$ cat src/rtl/brightness_pkg.sv
// Shared definitions for the brightness PWM path (generator and capture).
// Holds the channel count, duty width, FSM state encoding and the mapping
// from a channel index to its byte position in the 48-bit brightness word.
package brightness_pkg;

    localparam int NUM_CH = 6;
    localparam int DUTY_W = 8;

    typedef enum logic [1:0] {
        IDLE    = 2'b00,
        ARM     = 2'b01,
        MEASURE = 2'b10
    } state_t;

    // Channel n occupies word[8n+7:8n]; returns the LSB index of that slice.
    function automatic int unsigned ch_lsb(input int unsigned ch);
        return ch * DUTY_W;
    endfunction

endpackage

$ cat src/rtl/brightness_pwm_capture_pwm_duty_counter.sv
// One capture channel: input synchronizer, high-sample accumulator and the
// scaler that turns a window total into an 8-bit duty value.
// Ports:
//   sys_clk, sys_resetb : clock, asynchronous active-low reset
//   pwm_async           : raw PWM input, asynchronous to sys_clk
//   run                 : accumulate this cycle (MEASURE with enable high)
//   win_end             : last cycle of the window; accumulator reloads
//   duty                : scaled, saturated duty for the window ending now
//   all_high, all_low   : window total is full-scale / zero
// duty and the flags are combinational and only meaningful while win_end
// is high; the parent registers them.
module pwm_duty_counter
    import brightness_pkg::*;
#(
    parameter int WINDOW_LOG2 = 8,
    parameter int SYNC_STAGES = 2
) (
    input  logic              sys_clk,
    input  logic              sys_resetb,
    input  logic              pwm_async,
    input  logic              run,
    input  logic              win_end,
    output logic [DUTY_W-1:0] duty,
    output logic              all_high,
    output logic              all_low
);

    logic [SYNC_STAGES-1:0] sync_r;
    logic                   bit_s;
    logic [WINDOW_LOG2:0]   acc_r;
    logic [WINDOW_LOG2:0]   total_s;
    logic [WINDOW_LOG2:0]   scaled_s;

    // Synchronizer chain; runs in every state, cleared only by reset.
    always_ff @(posedge sys_clk or negedge sys_resetb) begin
        if (!sys_resetb) begin
            sync_r <= '0;
        end else begin
            sync_r <= {sync_r[SYNC_STAGES-2:0], pwm_async};
        end
    end

    assign bit_s   = sync_r[SYNC_STAGES-1];
    // The current sample is added here so the window-end cycle counts too.
    assign total_s = acc_r + {{WINDOW_LOG2{1'b0}}, bit_s};

    // Accumulator: reloads with 0 at window end so windows abut with no gap,
    // and is discarded whenever measurement is not running.
    always_ff @(posedge sys_clk or negedge sys_resetb) begin
        if (!sys_resetb) begin
            acc_r <= '0;
        end else if (run && !win_end) begin
            acc_r <= total_s;
        end else begin
            acc_r <= '0;
        end
    end

    assign scaled_s = total_s >> (WINDOW_LOG2 - DUTY_W);

    // Saturating scaler: a full-scale window (2^WINDOW_LOG2) would be 256.
    always_comb begin
        duty = scaled_s[DUTY_W-1:0];
        if (|scaled_s[WINDOW_LOG2:DUTY_W]) begin
            duty = 8'hFF;
        end else begin
            duty = scaled_s[DUTY_W-1:0];
        end
    end

    assign all_high = (total_s == {1'b1, {WINDOW_LOG2{1'b0}}});
    assign all_low  = (total_s == '0);

endmodule

$ cat src/rtl/brightness_pwm_capture.sv
// Decodes six PWM brightness channels back into a 48-bit brightness word.
// Each channel's high time is measured over back-to-back windows of
// 2^WINDOW_LOG2 cycles and reported as an 8-bit duty value.
// Ports:
//   sys_clk, sys_resetb : clock, asynchronous active-low reset
//   en_i                : capture enable (level)
//   pwm_i[5:0]          : PWM inputs; bit n maps to data_o[8n+7:8n]
//   data_o              : decoded duty word, registered
//   cts_o               : one-cycle pulse coincident with new data_o
//   stuck_high_o/low_o  : channel constant high/low over the last window
module brightness_pwm_capture
    import brightness_pkg::*;
#(
    parameter int WINDOW_LOG2 = 8,
    parameter int SYNC_STAGES = 2,
    parameter bit CHANGE_ONLY = 1'b0
) (
    input  logic        sys_clk,
    input  logic        sys_resetb,
    input  logic        en_i,
    input  logic [5:0]  pwm_i,
    output logic [47:0] data_o,
    output logic        cts_o,
    output logic [5:0]  stuck_high_o,
    output logic [5:0]  stuck_low_o
);

    localparam int ARM_W = $clog2(SYNC_STAGES + 1);
    localparam logic [ARM_W-1:0] ARM_LAST = ARM_W'(SYNC_STAGES - 1);

    state_t                 state_r;
    state_t                 state_s;
    logic [ARM_W-1:0]       arm_cnt_r;
    logic [WINDOW_LOG2-1:0] win_cnt_r;
    logic                   first_r;
    logic                   run_s;
    logic                   win_end_s;
    logic [47:0]            new_word_s;
    logic [5:0]             all_high_s;
    logic [5:0]             all_low_s;

    // Measurement stops in the very cycle en_i falls, so gate with en_i.
    assign run_s     = (state_r == MEASURE) && en_i;
    assign win_end_s = run_s && (win_cnt_r == '1);

    // Next-state logic.
    always_comb begin
        state_s = state_r;
        case (state_r)
            IDLE: begin
                if (en_i) begin
                    state_s = ARM;
                end else begin
                    state_s = IDLE;
                end
            end
            ARM: begin
                if (!en_i) begin
                    state_s = IDLE;
                end else if (arm_cnt_r == ARM_LAST) begin
                    state_s = MEASURE;
                end else begin
                    state_s = ARM;
                end
            end
            MEASURE: begin
                if (!en_i) begin
                    state_s = IDLE;
                end else begin
                    state_s = MEASURE;
                end
            end
            default: state_s = IDLE;
        endcase
    end

    // State register.
    always_ff @(posedge sys_clk or negedge sys_resetb) begin
        if (!sys_resetb) begin
            state_r <= IDLE;
        end else begin
            state_r <= state_s;
        end
    end

    // ARM dwell counter: holds the FSM long enough to flush the synchronizers.
    always_ff @(posedge sys_clk or negedge sys_resetb) begin
        if (!sys_resetb) begin
            arm_cnt_r <= '0;
        end else if ((state_r == ARM) && en_i) begin
            arm_cnt_r <= arm_cnt_r + ARM_W'(1);
        end else begin
            arm_cnt_r <= '0;
        end
    end

    // Window counter; wraps naturally at the window end.
    always_ff @(posedge sys_clk or negedge sys_resetb) begin
        if (!sys_resetb) begin
            win_cnt_r <= '0;
        end else if (run_s) begin
            win_cnt_r <= win_cnt_r + WINDOW_LOG2'(1);
        end else begin
            win_cnt_r <= '0;
        end
    end

    // Marks the first window after ARM so it always strobes.
    always_ff @(posedge sys_clk or negedge sys_resetb) begin
        if (!sys_resetb) begin
            first_r <= 1'b0;
        end else if (state_r == ARM) begin
            first_r <= 1'b1;
        end else if (win_end_s) begin
            first_r <= 1'b0;
        end else begin
            first_r <= first_r;
        end
    end

    for (genvar g = 0; g < NUM_CH; g++) begin : g_ch
        localparam int LSB = ch_lsb(g);
        pwm_duty_counter #(
            .WINDOW_LOG2 (WINDOW_LOG2),
            .SYNC_STAGES (SYNC_STAGES)
        ) u_cnt (
            .sys_clk    (sys_clk),
            .sys_resetb (sys_resetb),
            .pwm_async  (pwm_i[g]),
            .run        (run_s),
            .win_end    (win_end_s),
            .duty       (new_word_s[LSB +: DUTY_W]),
            .all_high   (all_high_s[g]),
            .all_low    (all_low_s[g])
        );
    end

    // Output registers: data, flags and the strobe all update on window end.
    always_ff @(posedge sys_clk or negedge sys_resetb) begin
        if (!sys_resetb) begin
            data_o       <= '0;
            cts_o        <= 1'b0;
            stuck_high_o <= '0;
            stuck_low_o  <= '0;
        end else if (win_end_s) begin
            data_o       <= new_word_s;
            stuck_high_o <= all_high_s;
            stuck_low_o  <= all_low_s;
            cts_o        <= !CHANGE_ONLY || first_r || (new_word_s != data_o);
        end else begin
            cts_o        <= 1'b0;
        end
    end

endmodule

$ cat config.mk
export PLATFORM = sky130hd
export DESIGN_NAME = brightness_pwm_capture
export DESIGN_NICKNAME = d
export VERILOG_FILES = /design/src/rtl/brightness_pkg.sv /design/src/rtl/brightness_pwm_capture_pwm_duty_counter.sv /design/src/rtl/brightness_pwm_capture.sv
export SDC_FILE = /design/constraint.sdc
export NUM_CORES = 1
export LEC_CHECK = 0
export BUFFER_PORTS_ARGS = -buffer_cell sky130_fd_sc_hd__buf_2
export CELL_PAD_IN_SITES_DETAIL_PLACEMENT = 2
export CELL_PAD_IN_SITES_GLOBAL_PLACEMENT = 2
export CORE_UTILIZATION = 39
export CTS_CLUSTER_SIZE = 14
export DETAILED_ROUTE_END_ITERATION = 16
export PLACE_DENSITY_LB_ADDON = 0.1
export SETUP_SLACK_MARGIN = 0.1
export SLEW_MARGIN = 20
export SYNTH_ARGS = -nofsm -noshare
export SYNTH_HDL_FRONTEND = slang
export SYNTH_HIERARCHICAL = 1
export SYNTH_SLANG_ARGS = --single-unit
export TNS_END_PERCENT = 50
$ cat constraint.sdc
create_clock -name sys_clk -period 2.3 [get_ports sys_clk]
set_input_delay 0.46 -clock sys_clk [delete_from_list [all_inputs] [get_ports sys_clk]]
set_output_delay 0.46 -clock sys_clk [all_outputs]
set_load 0.05 [all_outputs]
---- After elaboration in Yosys (flattened, before gate mapping) ----
Index checks and enable logic that the tools add are counted.
operators by class
  muxes and demuxes ....................... 20
  bitwise logic cells ..................... 0
  $mul .................................... 0
  $lt $le $gt $ge ......................... 0
  add/sub/neg operators ................... 8
  equal/unequal tests ..................... 10
  shift operators ......................... 0
  divide/modulo/power cells ............... 0
  reduce and logical (&&, ||, !) cells .... 12
operators by type and width
  operator               count
  $mux W8                7
  $add A9 B1 Y9          6
  $eq A9 B9 Y1 const B   6
  $logic_not A9 Y1       6
  $mux W9                6
  $add A8 B1 Y8 const B  1
  $eq A8 B8 Y1 const B   1
  $mux W2                4
  $pmux W2 S3            1
  $eq A2 B1 Y1 const B   2
  $logic_and A1 B1 Y1    4
  $add A2 B1 Y2 const B  1
  $eq A2 B2 Y1 const B   1
  $logic_not A2 Y1       1
  $mux W1                2
  $logic_not A1 Y1       1
storage, ports and cells
  output and inout port bits .............. 61
  bits of input ports ..................... 9
  latch bits .............................. 0
  memories ................................ 0
  register bits ........................... 139
  bits in read-only memories .............. 0
  bits in writable memories ............... 0

---- Depth between registers and ports, before layout ----
Gate-level depths: netlist of run 1.
  word-level depth ........................ 6
  mapped depth ............................ 8

---- By module ----
The synthesis of run 1 kept the hierarchy.
modules (own cells, without submodules)
  module                                cells each  instances  seq. area each (um^2)  area an instance (um^2)
  brightness_pwm_capture                176         1          1,826.8                2,892.8
  pwm_duty_counter (g_ch[0].u_cnt ...)  62          5          275.3                  573.0
  pwm_duty_counter (g_ch[2].u_cnt)      62          1          275.3                  568.0

---- Worst setup path after synthesis of run 1 ----
No wires, ideal clock.
  kind .................................... register -> register
  from .................................... register win_cnt_r[0]
  to ...................................... register g_ch[0].u_cnt.acc_r[2]
  arrival time ............................ 1.790 ns
  setup time .............................. 0.130 ns
  slack ................................... 0.380 ns
  stages on the path, launching flop included .. 8
  cell sequence ........................... dfrtp_1 ha_1 nand2_1 nor4_4 buf_6 nand2b_1 clkbuf_1 nor2_1
on the way
  longest elaborated chain between the ends .. 5
ends and longest elaborated chain
  what                    line                                           source
  start, declared         brightness_pwm_capture.sv:34                   logic [WINDOW_LOG2-1:0] win_cnt_r;
  start signal, assigned  brightness_pwm_capture.sv:102                  win_cnt_r <= win_cnt_r + WINDOW_LOG2'(1);
  $eq A8 B8 Y1            brightness_pwm_capture.sv:44                   assign win_end_s = run_s && (win_cnt_r == '1);
  $logic_and A1 B1 Y1     brightness_pwm_capture.sv:44
  named net win_end_s     brightness_pwm_capture.sv:37                   logic win_end_s;
  $logic_not A1 Y1        brightness_pwm_capture_pwm_duty_counter.sv:52  end else if (run && !win_end) begin
  $logic_and A1 B1 Y1     brightness_pwm_capture_pwm_duty_counter.sv:52
  $mux W9                 brightness_pwm_capture_pwm_duty_counter.sv:52
  end signal, assigned    brightness_pwm_capture_pwm_duty_counter.sv:53  acc_r <= total_s;
  end, declared           brightness_pwm_capture_pwm_duty_counter.sv:30  logic [WINDOW_LOG2:0] acc_r;
The timed path passes the listed nets, and every way through them passes these cells.
A chain may end at the register's enable or synchronous reset.

---- Worst setup path after layout of run 1 ----
  from .................................... register g_ch[4].u_cnt.sync_r[1]
  to ...................................... register data_o[33]
on the way
  longest elaborated chain between the ends .. 2
ends and longest elaborated chain
  what                      line                                           source
  start, declared           brightness_pwm_capture_pwm_duty_counter.sv:28  logic [SYNC_STAGES-1:0] sync_r;
  start signal, assigned    brightness_pwm_capture_pwm_duty_counter.sv:39  sync_r <= {sync_r[SYNC_STAGES-2:0], pwm_async};
  $add A9 B1 Y9             brightness_pwm_capture_pwm_duty_counter.sv:45  assign total_s = acc_r + {{WINDOW_LOG2{1'b0}}, bit_s};
  $mux W8                   brightness_pwm_capture_pwm_duty_counter.sv:64  if (|scaled_s[WINDOW_LOG2:DUTY_W]) begin
  named net new_word_s[33]  brightness_pwm_capture.sv:38                   logic [47:0] new_word_s;
  end signal, assigned      brightness_pwm_capture.sv:146                  data_o <= new_word_s;
  end, declared             brightness_pwm_capture.sv:22                   output logic [47:0] data_o,
The timed path passes the listed nets, and every way through them passes these cells.

==> reports/summary.txt, run 1 <==
Syn Inst Count: 548
layout cells sized above 1: 28.5%
RSZ-0062 raised after global routing: true
Netlist Area Pre-Place: 0.00633 mm^2
Worst Tran Pin Value: 0.524 ns
fraction of registers with async set/reset: 100%
WP buf/inv: 0
max cap viols: 0
global-route wire length before repair: 26.0 mm
# DRC: 0
Critical Path Max Stage Delay: 0.46 ns
Synth Register Bits: 139
core area: 0.0159 mm^2
Synth Area in Adders: 2.77%
clk_lat worst skew: 0.42 ns
Post-Synth Simple-Gate Area: 21.1%
H-Tree Level Count: 4
FF+latch area: 0.00348 mm^2
Detailed Route WL: 15.3 mm
Initial Util: 39.8%
Syn-to-layout area delta: 18.5%
Overall Global Routing Usage: 20.4%
crit-path cells: ha_1 > ha_1 > nand3_1 > o21ai_0 > and2_1 > nand2_1 > mux2_4
CTS root buffer: clkbuf_16
mux cell area share after synthesis: 12.0%
fin crit period: 2.10 ns
RePlAce Congestion: 0.756
Worst setup EP type: flip-flop
die height: 129 um
Worst-path clk slew: 0.06 ns
Die X: 129 um
post-synthesis compound-gate area fraction: 2.85%
Post-synth top cells: 139 x dfrtp_1, 64 x nand2_1, 60 x nor2_1
DR pass1 iterations: 4
die area: 0.0167 mm^2
Hold WS: -0.0110 ns
PwrDens: 733 mW/mm^2
worst-path fanout max: 9
via count: 4402
FILL cells: 1643
Max-slew headroom: 65.0%
top post-synthesis cells by area: dfrtp_1 55%, mux2_2 6.8%, mux2_4 4.7%
Main synth FF type: dfrtp_1
initial antenna violation count: 0
DR WL/cell: 18.0 um
min-delay worst type: in2async
Layout Cells excl Fill: 851
largest family of logic cells by synthesized area: simple AND/OR/NAND/NOR gates
leak pwr: 3.89 nW
fin crit share: 91.3%
DR iter-0 viols: 113
Fin Setup TNS: 0 ns
most used cell, CP: ha_1
# nets final: 646
final max-slew violation count: 0
CTS tree: yes
Post-CTS Setup Inserts: 0
post-route antenna net violation count: 0
pin count of the biggest net entering global routing: 54
final setup violation count: 0
Data arrival, critical path: 2.40 ns
Max rail drop VDD: 0.000533 V
HPWL after detailed placement: 10.4 mm
Fmax: 476 MHz
I/O pins: 70
CP delay by family, top: simple AND/OR/NAND/NOR gates
syn nets: 571
Mapped Avg Cell Area: 11.5 um^2
Crit path required time: 2.60 ns
synth unique cells: 30
Max Root-Sink Buffers: 2
top-area cell type share of the netlist area: 55.0%
PortBufs: 69
antenna cell count: 0
Num CTS Buffers: 17
Seq/Total Area, Yosys: 55.0%
Rows: 46
Hold Vio Cnt, Final: 8
Synth Warn #: 6
Setup Skew: 0.00893 ns
status: finished, violations left
grt ovf: 0
EDFF count, synth: 0
Startpoint Class: flip-flop
cell with the most instances after synthesis: dfrtp_1
Placed Instances: 820
failing checks: hold timing
vias in the first global route: 5076
Slowest cell on crit path: and2_1
xor/xnor cell area share of the yosys netlist: 2.91%
Setup CP Type: reg2reg
Via density: 5.17
cell taking the most area after synthesis: dfrtp_1
CTS sink count: 139
area of the multi-input gates: 0.00265 mm^2
[per-stage QoR]
stage / setup slack (ns) / util, % / total power [mW] / cell area, um^2
floorplan: 0.380 / - / 2.55 / 6330
global placement: 0.229 / 43.2 / 2.63 / 6870
detailed placement: 0.128 / 43.2 / 2.63 / 6870
CTS: 0.138 / 47.1 / 5.57 / 7480
global route: 0.0859 / 47.2 / 5.66 / 7490
finish: 0.201 / 47.2 / 5.49 / 7490
[placed cells by master (no fill, tap or decap), types with 5 or more instances in the layout]
cell type / count
mux2_4: 20
ha_1: 13
nand3_1: 27
nand2_1: 64
or3_1: 26
xor2_1: 14
clkbuf_16: 17
nor4_4: 6
buf_2: 68
o21ai_1: 5
xnor2_1: 7
dfrtp_1: 139
nand4_2: 6
inv_1: 14
o21ai_0: 22
and2_1: 17
nor2_1: 60
mux2_2: 38
nand4_1: 19
a21oi_1: 9
nor3_1: 6
[what timing repair did]
| item | CTS | global route |
|---|---|---|
| endpoints found under the setup margin | 0 | 31 |
| gates resized for setup | 0 | 5 |
| hold buffers | 0 | 0 |
[final timing paths]
check / from / endpoint / slack, ns / cells past startpoint
setup / recovery: g_ch[4].u_cnt/sync_r[1] / data_o[33] / 0.20 / 7
hold / removal: sys_resetb / g_ch[5].u_cnt/acc_r[4] / -0.01 / 1
setup reg to reg: g_ch[4].u_cnt/sync_r[1] / data_o[33] / 0.20 / 7
hold reg to reg: g_ch[3].u_cnt/sync_r[0] / g_ch[3].u_cnt/sync_r[1] / 0.35 / 0
max in group asynchronous: sys_resetb / data_o[17] / 1.54 / 2
min in group sys_clk: pwm_i[3] / g_ch[3].u_cnt/sync_r[0] / 0.14 / 1
[flip-flops by register name, summed over array words and instances, names as in the netlist]
name and flops:
state_r 2, cts_o 1, win_cnt_r 8, g_ch.u_cnt/sync_r 12, stuck_low_o 6, g_ch.u_cnt/acc_r 54, arm_cnt_r 2, stuck_high_o 6
data_o 48
[cell families after synthesis]
kind of cell    Yosys count
xor+xnor                 21
flops                   139
fa+ha+maj                14
buf+inv                  32
simple gates            245
compound gates           36
mux                      61
[layer usage]
| metal | global-route usage [%] | part of all wire (%) |
|---|---|---|
| met2 | 35.8 | 52 |
| met4 | 7.96 | 1.8 |
| met3 | 4.25 | 2.6 |
| met1 | 24.6 | 44 |
| met5 | 0 | 0 |
[power by group]
part           leakage [nW]  switching (mW)  internal (mW)  total [mW]
registers              1.91         0.00798           2.46        2.47
logic                  1.68          0.0833         0.0302       0.114
clock network         0.300            1.02           1.89        2.91
[area by class of cell]
cell class,instances,area share (%)
Tap cell,216,3.61
Clock inverter,7,1.84
Clock buffer,24,6.43
Sequential cell,139,46.4
Timing Repair Buffer,74,5.69
Multi-Input combinational cell,377,35.3
Inverter,14,0.701
(Power assumes the default switching activity.)
==> run 2, diff against run 1 <==
--- a/config.mk
+++ b/config.mk
@@ -11,7 +11,8 @@
 export CORE_UTILIZATION = 39
 export CTS_CLUSTER_SIZE = 14
 export DETAILED_ROUTE_END_ITERATION = 16
-export PLACE_DENSITY_LB_ADDON = 0.1
+export HOLD_SLACK_MARGIN = 0.03
+export PLACE_DENSITY = 0.79
 export SETUP_SLACK_MARGIN = 0.1
 export SLEW_MARGIN = 20
 export SYNTH_ARGS = -nofsm -noshare
==> run 2 against run 1 <==
  * The flow now finishes without violations
  * Critical path depth stayed put
  * Register-to-register slack better by 0.03 ns
  * Total power is 0.65% lower
  * Die area stayed put
  * Routed wire length is 2.1% higher
  * Core utilization is 0.087 points higher
  * Non-clock buffer count is 3 higher
  * Clock-buffer cell count stayed put
  * Final cell count is 0.47% higher
  * Sequential power hardly changed
  * Critical path type unchanged
  * First-iteration DRC count is 22% higher
==> reports/summary.txt, run 2 (synthesis gave the netlist of run 1 again) <==
status: finished clean
die height: 129 um (unchanged)
FF-to-FF path depth: 7 (unchanged)
leak pwr: 3.91 nW (+0.45%)
Worst Tran Pin Value: 0.517 ns (-0.00753 ns)
# nets final: 649 (+0.46%)
clk_lat worst skew: 0.42 ns (about the same)
Detailed Route WL: 15.6 mm (+2.1%)
global-route wire length before repair: 26.3 mm (+1.3%)
Startpoint Class: flip-flop
sequential share of power: 45.3% (+0.3 points)
Comb pwr share: 2.1% (about the same)
Initial Util: 39.8% (unchanged)
worst-path fanout max: 4 (-5)
worst hold path cell count: 1
Num CTS Buffers: 17 (unchanged)
PortBufs: 69 (unchanged)
DR iter-0 viols: 138 (+22%)
H-Tree Level Count: 4 (unchanged)
Worst setup EP type: flip-flop
Clock power frac: 52.6% (-0.3 points)
design area: 0.00751 mm^2 (+0.18%)
DR WL/cell: 18.3 um (+1.7%)
Max-slew headroom: 65.5% (+0.50 points)
DR pass1 iterations: 4 (unchanged)
die area: 0.0167 mm^2 (unchanged)
Setup Skew: 0.00673 ns (-0.00220 ns)
Crit path required time: 2.66 ns (+0.06 ns)
HPWL after detailed placement: 10.8 mm (+3.7%)
grt ovf: 0 (unchanged)
top flop regs: g_ch.u_cnt/acc_r (54), data_o (48), g_ch.u_cnt/sync_r (12)
initial antenna violation count: 0 (unchanged)
Fmax: 483 MHz (+1.4%)
fin util: 47.3% (+0.087 points)
min-delay worst type: in2reg
Max rail drop VDD: 0.000488 V (-8.3%)
Max Root-Sink Buffers: 2 (unchanged)
RSZ-0062 raised after global routing: true
Data arrival, critical path: 2.43 ns (+0.03 ns)
Largest Register: g_ch.u_cnt/acc_r
fin crit share: 90.1% (-1.2 points)
Setup CP Type: reg2reg
Fin Setup TNS: 0 ns (unchanged)
fin crit period: 2.07 ns (-0.0282 ns)
Post-DP Area: 0.00688 mm^2 (+0.22%)
Syn-to-layout area delta: 18.7%
commonest non-fill, non-tap cell in the layout: dfrtp_1
max cap viols: 0 (unchanged)
post-route antenna net violation count: 0 (unchanged)
final setup violation count: 0 (unchanged)
CTS sink count: 139 (unchanged)
vias in the first global route: 4934 (-2.8%)
PwrDens: 727 mW/mm^2 (-0.83%)
CTS tree: yes
core area: 0.0159 mm^2 (unchanged)
RePlAce Congestion: 0.794 (+5.0%)
final max-slew violation count: 0 (unchanged)
I/O pins: 70 (unchanged)
Via density: 5.16 (-0.24%)
via count: 4412 (+0.23%)
Overall Global Routing Usage: 20.6% (+0.22 points)
antenna cell count: 0 (unchanged)
Switching Fraction: 20.1% (-0.053 points)
most frequent cells in the layout: 139 x dfrtp_1, 68 x buf_2, 64 x nand2_1, 60 x nor2_1, 38 x mux2_2
layout cells sized above 1: 28.5% (about the same)
Rows: 46 (unchanged)
# DRC: 0 (unchanged)
Hold Vio Cnt, Final: 0 (-8)
Worst-path clk slew: 0.06 ns (about the same)
CTS root buffer: clkbuf_16
Die X: 129 um (unchanged)
Power Internal: 4.36 mW (-0.58%)
Sw Pwr: 1.10 mW (-0.91%)
pin count of the biggest net entering global routing: 54 (unchanged)
Largest register FFs: 54 (unchanged)
==> run 2: per-layer routing <==
| metal | GRT usage [%] | vias to the layer above | wire [um] |
|---|---|---|---|
| li1 | - | 2041 | - |
| met1 | 26.2 | 2289 | 7010 |
| met2 | 34.9 | 68 | 8030 |
| met3 | 4.91 | 14 | 391 |
| met4 | 6.16 | 0 | 180 |
| met5 | 0 | - | 0 |
==> run 2: worst paths after layout <==
kind,startpoint,end,slack [ns]
worst max-delay path,g_ch[0].u_cnt/sync_r[1],stuck_high_o[0],0.23
worst min-delay path,pwm_i[4],g_ch[4].u_cnt/sync_r[0],0.15
worst max register to register,g_ch[0].u_cnt/sync_r[1],stuck_high_o[0],0.23
worst min register to register,g_ch[0].u_cnt/sync_r[0],g_ch[0].u_cnt/sync_r[1],0.35
max in group asynchronous,sys_resetb,g_ch[5].u_cnt/acc_r[0],1.05
min in group asynchronous,sys_resetb,stuck_low_o[0],0.56
==> run 2: layout make-up <==
cell class	count	area [um^2]
multi-input cells	377	2640
well taps	216	270
repair buffers	77	452
clock buffers	24	472
clock inverters	8	140
inverters	14	52.6
fillers	1657	8380
flip-flops and latches	139	3480
==> run 2: power by group through the flow <==
stage / clock [mW] / combinational, mW / sequential, mW
detailed placement: 0 / 0.118 / 2.51
floorplan: 0 / 0.0384 / 2.51
finish: 2.87 / 0.114 / 2.47
global placement: 0 / 0.111 / 2.51
global route: 3.04 / 0.133 / 2.47
CTS: 2.93 / 0.121 / 2.47
==> run 2: metrics by stage <==
stage | std cells | hold slack (ns) | worst slack (ns) | power (mW)
after floorplan | 548 | 0.164 | 0.380 | 2.55
after global placement | 822 | 0.334 | 0.285 | 2.62
after detailed placement | 822 | 0.340 | 0.189 | 2.63
after CTS | 855 | 0.124 | 0.182 | 5.52
after global routing | 855 | 0.120 | 0.0830 | 5.65
final | 855 | 0.146 | 0.229 | 5.46
==> run 2: what timing repair did <==
item / in CTS / in global routing
hold endpoints to repair: 50 / 0
hold buffers: 1 / 0
setup buffers: 0 / 0
gates resized for setup: 0 / 4
endpoints found under the setup margin: 0 / 37
==> run 2: critical path, cell delays in order, from the launching register on <==
cell     delay (ns)
dfrtp_1        0.38
ha_1           0.23
ha_1           0.25
nand3_1        0.12
xor2_1         0.31
nand4_1        0.26
nor4_4         0.26
mux2_2         0.19
